===== src/rtl/truth_table_sweeper.sv =====
// Stimulus-and-capture harness for a 3-input, 1-output logic block: sweeps all
// eight input vectors, samples the synchronized response and checks the table.
module truth_table_sweeper #(
    parameter int          SETTLE_CYCLES = 16,
    parameter logic [7:0]  EXPECTED      = 8'h9A,
    parameter int          CNT_W         = 8
) (
    input  logic       clk,
    input  logic       rst,
    input  logic       start,
    input  logic       abort,
    output logic       in1,
    output logic       in2,
    output logic       in3,
    input  logic       dut_out,
    output logic       busy,
    output logic       done,
    output logic [7:0] table_out,
    output logic       pass,
    output logic [7:0] mismatch_mask
);

    typedef enum logic [1:0] {
        ST_IDLE   = 2'd0,
        ST_RUN    = 2'd1,
        ST_FINISH = 2'd2
    } state_t;

    localparam logic [CNT_W-1:0] LP_LAST = CNT_W'(SETTLE_CYCLES - 1);

    state_t           r_state;
    logic [CNT_W-1:0] r_cnt;
    logic [2:0]       r_idx;
    logic [2:0]       r_vec;
    logic [7:0]       r_work;
    logic             r_sync1;
    logic             r_sync2;
    logic             r_busy;
    logic             r_done;
    logic [7:0]       r_table;
    logic             r_pass;
    logic [7:0]       r_mask;

    logic             w_last;
    logic [7:0]       w_work_next;

    // Working table with the current vector's bit (idx 0 -> bit 7) replaced by the sample.
    function automatic logic [7:0] f_insert(input logic [7:0] tab, input logic [2:0] idx,
                                            input logic smp);
        logic [7:0] res;
        res = tab;
        res[3'd7 - idx] = smp;
        return res;
    endfunction

    assign w_last = (r_cnt == LP_LAST);

    // Next working-table value if the current cycle ends a settle window.
    always_comb begin
        w_work_next = r_work;
        if (r_state == ST_RUN) begin
            w_work_next = f_insert(r_work, r_idx, r_sync2);
        end else begin
            w_work_next = r_work;
        end
    end

    // Two-flop synchronizer for the asynchronous block output.
    always_ff @(posedge clk) begin
        if (rst) begin
            r_sync1 <= 1'b0;
            r_sync2 <= 1'b0;
        end else begin
            r_sync1 <= dut_out;
            r_sync2 <= r_sync1;
        end
    end

    // Sweep controller; every output is a register so the drive lines cannot glitch.
    always_ff @(posedge clk) begin
        if (rst) begin
            r_state <= ST_IDLE;
            r_cnt   <= '0;
            r_idx   <= 3'd0;
            r_vec   <= 3'd0;
            r_work  <= 8'h00;
            r_busy  <= 1'b0;
            r_done  <= 1'b0;
            r_table <= 8'h00;
            r_pass  <= 1'b0;
            r_mask  <= 8'h00;
        end else begin
            case (r_state)
                ST_IDLE: begin
                    r_done <= 1'b0;
                    r_vec  <= 3'd0;
                    r_cnt  <= '0;
                    r_idx  <= 3'd0;
                    if (start) begin
                        r_state <= ST_RUN;
                        r_busy  <= 1'b1;
                        r_work  <= 8'h00;
                    end else begin
                        r_busy  <= 1'b0;
                    end
                end
                ST_RUN: begin
                    if (abort) begin
                        // Abort beats a coinciding final sample; results stay untouched.
                        r_state <= ST_IDLE;
                        r_busy  <= 1'b0;
                        r_vec   <= 3'd0;
                        r_cnt   <= '0;
                        r_idx   <= 3'd0;
                    end else if (w_last) begin
                        r_cnt  <= '0;
                        r_work <= w_work_next;
                        if (r_idx == 3'd7) begin
                            r_state <= ST_FINISH;
                            r_busy  <= 1'b0;
                            r_done  <= 1'b1;
                            r_table <= w_work_next;
                            r_pass  <= (w_work_next == EXPECTED);
                            r_mask  <= w_work_next ^ EXPECTED;
                        end else begin
                            r_idx <= r_idx + 3'd1;
                            r_vec <= r_idx + 3'd1;
                        end
                    end else begin
                        r_cnt <= r_cnt + {{(CNT_W-1){1'b0}}, 1'b1};
                    end
                end
                ST_FINISH: begin
                    r_state <= ST_IDLE;
                    r_done  <= 1'b0;
                    r_busy  <= 1'b0;
                    r_vec   <= 3'd0;
                end
                default: begin
                    r_state <= ST_IDLE;
                    r_done  <= 1'b0;
                    r_busy  <= 1'b0;
                    r_vec   <= 3'd0;
                    r_cnt   <= '0;
                    r_idx   <= 3'd0;
                end
            endcase
        end
    end

    assign in1           = r_vec[2];
    assign in2           = r_vec[1];
    assign in3           = r_vec[0];
    assign busy          = r_busy;
    assign done          = r_done;
    assign table_out     = r_table;
    assign pass          = r_pass;
    assign mismatch_mask = r_mask;

endmodule


===== config.mk =====
export PLATFORM = sky130hd
export DESIGN_NAME = truth_table_sweeper
export DESIGN_NICKNAME = d
export VERILOG_FILES = /design/src/rtl/truth_table_sweeper.sv
export SDC_FILE = /design/constraint.sdc
export NUM_CORES = 1
export LEC_CHECK = 0
export CORE_MARGIN = 2
export CORE_UTILIZATION = 35
export DETAILED_ROUTE_END_ITERATION = 8
export DONT_BUFFER_PORTS = 1
export SETUP_SLACK_MARGIN = 0.05
export SYNTH_ARGS = -nofsm -noshare
export SYNTH_HDL_FRONTEND = slang
export SYNTH_SLANG_ARGS = --single-unit
export TNS_END_PERCENT = 50

===== constraint.sdc =====
create_clock -name clk -period 2.4 [get_ports clk]
set_input_delay 0.48 -clock clk [delete_from_list [all_inputs] [get_ports clk]]
set_output_delay 0.48 -clock clk [all_outputs]
set_load 0.02 [all_outputs]

Word-level counts from Yosys, hierarchy flattened. Index checks and enable logic that the tools add are counted. W data, S select, Z words.

Bitwise operators: 5. Magnitude comparators: 2. Mux-type cells: 25. Reduce and logical (&&, ||, !) cells: 12. Add/sub/neg operators: 3. Equal/unequal tests: 11.

Operators by type and width (number): $mux W8 (6); $pmux W8 S2 (2); $mux W3 (3); $reduce_and A3 Y1 (3); $add A8 B1 Y8 const B (1); $bwmux W8 (1); $eq A8 B4 Y1 const B (1); $eq A8 B8 Y1 const B (1); $mux W2 (4); $reduce_and A4 Y1 (2); $ne A2 B2 Y1 const B (3); $ne A3 B3 Y1 const B (2); $pmux W3 S2 (1); $mux W1 (5); $lt A3 B4 Y1 const B (1); $not A1 Y1 (4); $not A4 Y4 (1); $pmux W2 S2 (1); $reduce_and A2 Y1 (2); $add A3 B1 Y3 const B (1); $demux W1 S3 (1); $eq A3 B3 Y1 const B (1); $ge A3 B1 Y1 const B (1); $ne A3 B2 Y1 const B (1); 9 further kinds (9).

Output and inout port bits: 22. Logic and storage cells: 70. Flip-flop bits (word level): 45. Bits of input ports: 5.

Depth between registers and ports, before layout.
Depth in word-level cells: 10. Gate-level depth with buffers: 7. Depth with buffers taken out: 6.

Least setup slack after synthesis. No wires, ideal clock.

Kind: input to register. Start: input abort. End: register r_mask[1], in the netlist mismatch_mask[1]. Stages: 5. Path buffers: 1. Library setup time: 128 ps. Arrival: 1667 ps. Path slack: 605 ps. Required time: 2272 ps. Cells stage by stage: or3b_1 -> or4_4 -> buf_6 -> a21oi_1 -> nor2_1.

Longest elaborated chain between the ends: 2.

RTL lines: start, declared (line 11) `input logic abort,`; $not A1 Y1 (no source line); $reduce_and A4 Y1 (no source line); end signal, assigned (line 124) `r_mask <= w_work_next ^ EXPECTED;`; end, declared (line 42) `logic [7:0] r_mask;`.

No other way between the ends. A chain may end at the register's enable or synchronous reset.

Final worst setup path.
Start: register r_cnt[0]. End: register r_mask[4], in the netlist mismatch_mask[4].

Longest elaborated chain between the ends: 2.

RTL lines: start, declared (line 32) `logic [CNT_W-1:0] r_cnt;`; start signal, assigned (line 130) `r_cnt <= r_cnt + {{(CNT_W-1){1'b0}}, 1'b1};`; $eq A8 B4 Y1 (line 56) `assign w_last = (r_cnt == LP_LAST);`; $reduce_and A4 Y1 (no source line).

No other way between the ends.

==> results.txt <==
status: completed
min cycle time layout: 1.93 ns
GRT overflow: 0
final hold viol count: 0
# clock sinks: 41
Worst-Margin Slew: 0.508 ns
Initial Util: 0.359
Top Ports: 27
cts hold-fix bufs: 0
FP Rows: 27
Max Cap Viol: 0
Yosys reg bits: 41
Iter 0 DRT Violations: 164
Slew Limit Fails: 0
post-route cell area: 2110 sq um
fin crit share: 0.802
top cells by area, synth: dfxtp_1 (42%), nor2_1 (6.1%), nand2_1 (5.7%), a21oi_1 (5.1%), nand3_1 (2.8%)
most common cell after layout, fill and taps aside: dfxtp_1
endpoint type of the worst setup path: register
Mean Syn Cell Area: 8.12 sq um
Routed WL: 4580 microns
die area: 6230 sq um
commonest cells after routing, fill and taps aside: dfxtp_1 (41), nor2_1 (32), nand2_1 (30)
Syn-to-layout area delta: 7.45%
Mapped Area: 1960 sq um
GR Util All Layers: 0.152
share of the synthesized area in the top cell type: 0.418
Max rail drop VDD: 225 uV
final setup vio count: 0
area leader, netlist: dfxtp_1
Fill cells: 589
Top FF cell, synth: dfxtp_1
Port Buffers: 0
Chip Height: 78.9 microns
CP peak stage delay: 0.67 ns
Net count, final: 247
Reg2Reg Capture Point: mismatch_mask[4]$_SDFFE_PP0P_
Max FO, Critical Path: 12
via density per instance: 5.60
antenna fix cells: 0
Post-Syn Instances: 242
Reg clk slew, reported paths: 0.08 ns
r2r setup slk: 0.47 ns
Critical Path RT: 2.60 ns
critical path, cell by cell: ha_1 -> nand4b_1 -> or4_4 -> nand2_1 -> o21ai_1 -> nor2b_1
drt drc: 0
Setup Skew: 0.00521 ns
EDFF count, synth: 0
synth warn: 0
vias in the first global route: 1599
syn_nets: 250
crit path DAT: 2.12 ns
largest net degree at the start of global routing: 43
placed insts: 304
H-tree depth: 2
r2r startpoint: r_cnt[0]$_SDFFE_PP0N_
Clock Root Buffer: clkbuf_8
Via Count: 1741
DRT Pass-1 Iters: 4
initial antenna violation count: 0
Die W: 78.9 microns
sequential cell area fraction in the yosys report: 0.418
Clock Latency Late Sink: 0.30 ns
# resized after CTS: 0
hpwl dp: 3100 microns
Routed wire per std cell: 14.7 microns
remaining antenna violation count after routing: 0
Core Box Area: 5470 sq um
Post-DP Area: 2020 sq um
Static Leakage: 0.703 nW
final setup TNS: 0 ns
Slew HR: 0.661
critical path's slowest cell: or4_4
worst hold start: rst
ys async rst share: 0
Clock Path Buffers: 2
hold endpoint: r_cnt[1]$_SDFFE_PP0N_
postcts setup bufs: 0
Final GP Congestion: 0.780
Crit Path Category: reg2reg
Cell variety after synth: 45
cts bufs inserted: 5
CTS tree: built
fin cells: 311
global-route wire length before repair: 7540 microns
layout cell share with drive strength beyond 1: 0.0879
Critical Path Source Type: register
Hold Path Class: in2reg
PwrDens: 572 nW/um^2
Fmax achieved: 519 MHz
Worst R2R Path Depth: 6
hold path depth: 1
unrepaired setup endpoints after global routing: false
## worst max-delay path: cells and delay by family, from the launching register on
kind                     cells  cell delay, ns
AO/OA/AOI/OAI                1            0.05
adder cells (fa/ha/maj)      1            0.25
flip-flops                   1            0.42
AND/OR/NAND/NOR              4            1.10
## flip-flops by register name, indices dropped and copies added, names as in the netlist
register	count
busy	1
done	1
mismatch_mask	4
pass	1
r_cnt	8
r_idx	3
r_state	2
r_sync1	1
r_sync2	1
r_vec	3
r_work	8
table_out	8
## power by group
| part | leakage [nW] | internal [mW] | switching [mW] |
|---|---|---|---|
| Combinational | 0.328 | 0.0228 | 0.0289 |
| Clock | 0.0443 | 0.228 | 0.235 |
| Sequential | 0.331 | 0.684 | 0.00787 |
| Total | 0.703 | 0.935 | 0.272 |
## synthesized netlist by cell type, types with 2 or more instances
master	n
mux2i_1	3
nand4_1	5
buf_4	4
a31oi_1	2
o21ai_0	7
a311oi_1	6
nor3_1	11
a32oi_1	5
o21ai_1	2
a21oi_1	20
a41oi_1	3
nand2_1	30
nand2b_1	3
nand3_1	11
nand4b_1	2
clkbuf_1	11
nor2b_1	8
nor3b_1	4
nor2_1	32
buf_2	3
ha_1	3
and4b_1	2
dfxtp_1	41
and3_1	2
a21o_1	2
## how the worst max path moves through the flow
stage / startpoint / end / depth (start not counted)
global placement: r_cnt[0]$_SDFFE_PP0N_ / mismatch_mask[7]$_SDFFE_PP0P_ / 6
global route: r_cnt[0]$_SDFFE_PP0N_ / table_out[6]$_SDFFE_PP0P_ / 7
finish: r_cnt[0]$_SDFFE_PP0N_ / mismatch_mask[4]$_SDFFE_PP0P_ / 6
CTS: r_cnt[0]$_SDFFE_PP0N_ / table_out[6]$_SDFFE_PP0P_ / 7
detailed placement: r_cnt[0]$_SDFFE_PP0N_ / mismatch_mask[4]$_SDFFE_PP0P_ / 6
floorplan: abort / mismatch_mask[1]$_SDFFE_PP0P_ / 5
## through the flow
stage               setup WS [ns]  total power [mW]  hold slack [ns]  utilization
global placement            0.567             0.759            0.426        0.370
CTS                         0.480              1.22            0.236        0.386
floorplan                   0.605             0.749            0.414            -
global route                0.252              1.25            0.236        0.386
detailed placement          0.492             0.760            0.424        0.370
finish                      0.475              1.21            0.245        0.386
## metal layers
layer  track usage  routed length [microns]  share of wire
met1         0.192                     2140           0.47
met2         0.245                     2130           0.46
met3        0.0432                      233          0.051
met4        0.0569                       80          0.017
met5             0                        0              0
## kinds of logic (layout without fill, tap and decap cells)
group | count (synthesis) | in the layout | share of synthesized area
flip-flops | 41 | 41 | 0.418
multiplexers | 4 | 4 | 0.0210
adder cells (fa/ha/maj) | 3 | 3 | 0.0191
buffers and inverters | 20 | 17 | 0.0516
AO/OA/AOI/OAI | 56 | 56 | 0.188
AND/OR/NAND/NOR | 118 | 118 | 0.303
## layout make-up
cell class | instances | area, sq um | area share
timing repair buffer | 9 | 67.6 | 0.0320
tap | 72 | 90.1 | 0.0427
inverter | 1 | 3.75 | 0.00178
sequential | 41 | 821 | 0.389
clock buffer | 7 | 86.3 | 0.0409
multi-input combinational | 181 | 1040 | 0.494
(Power assumes the default switching activity.)
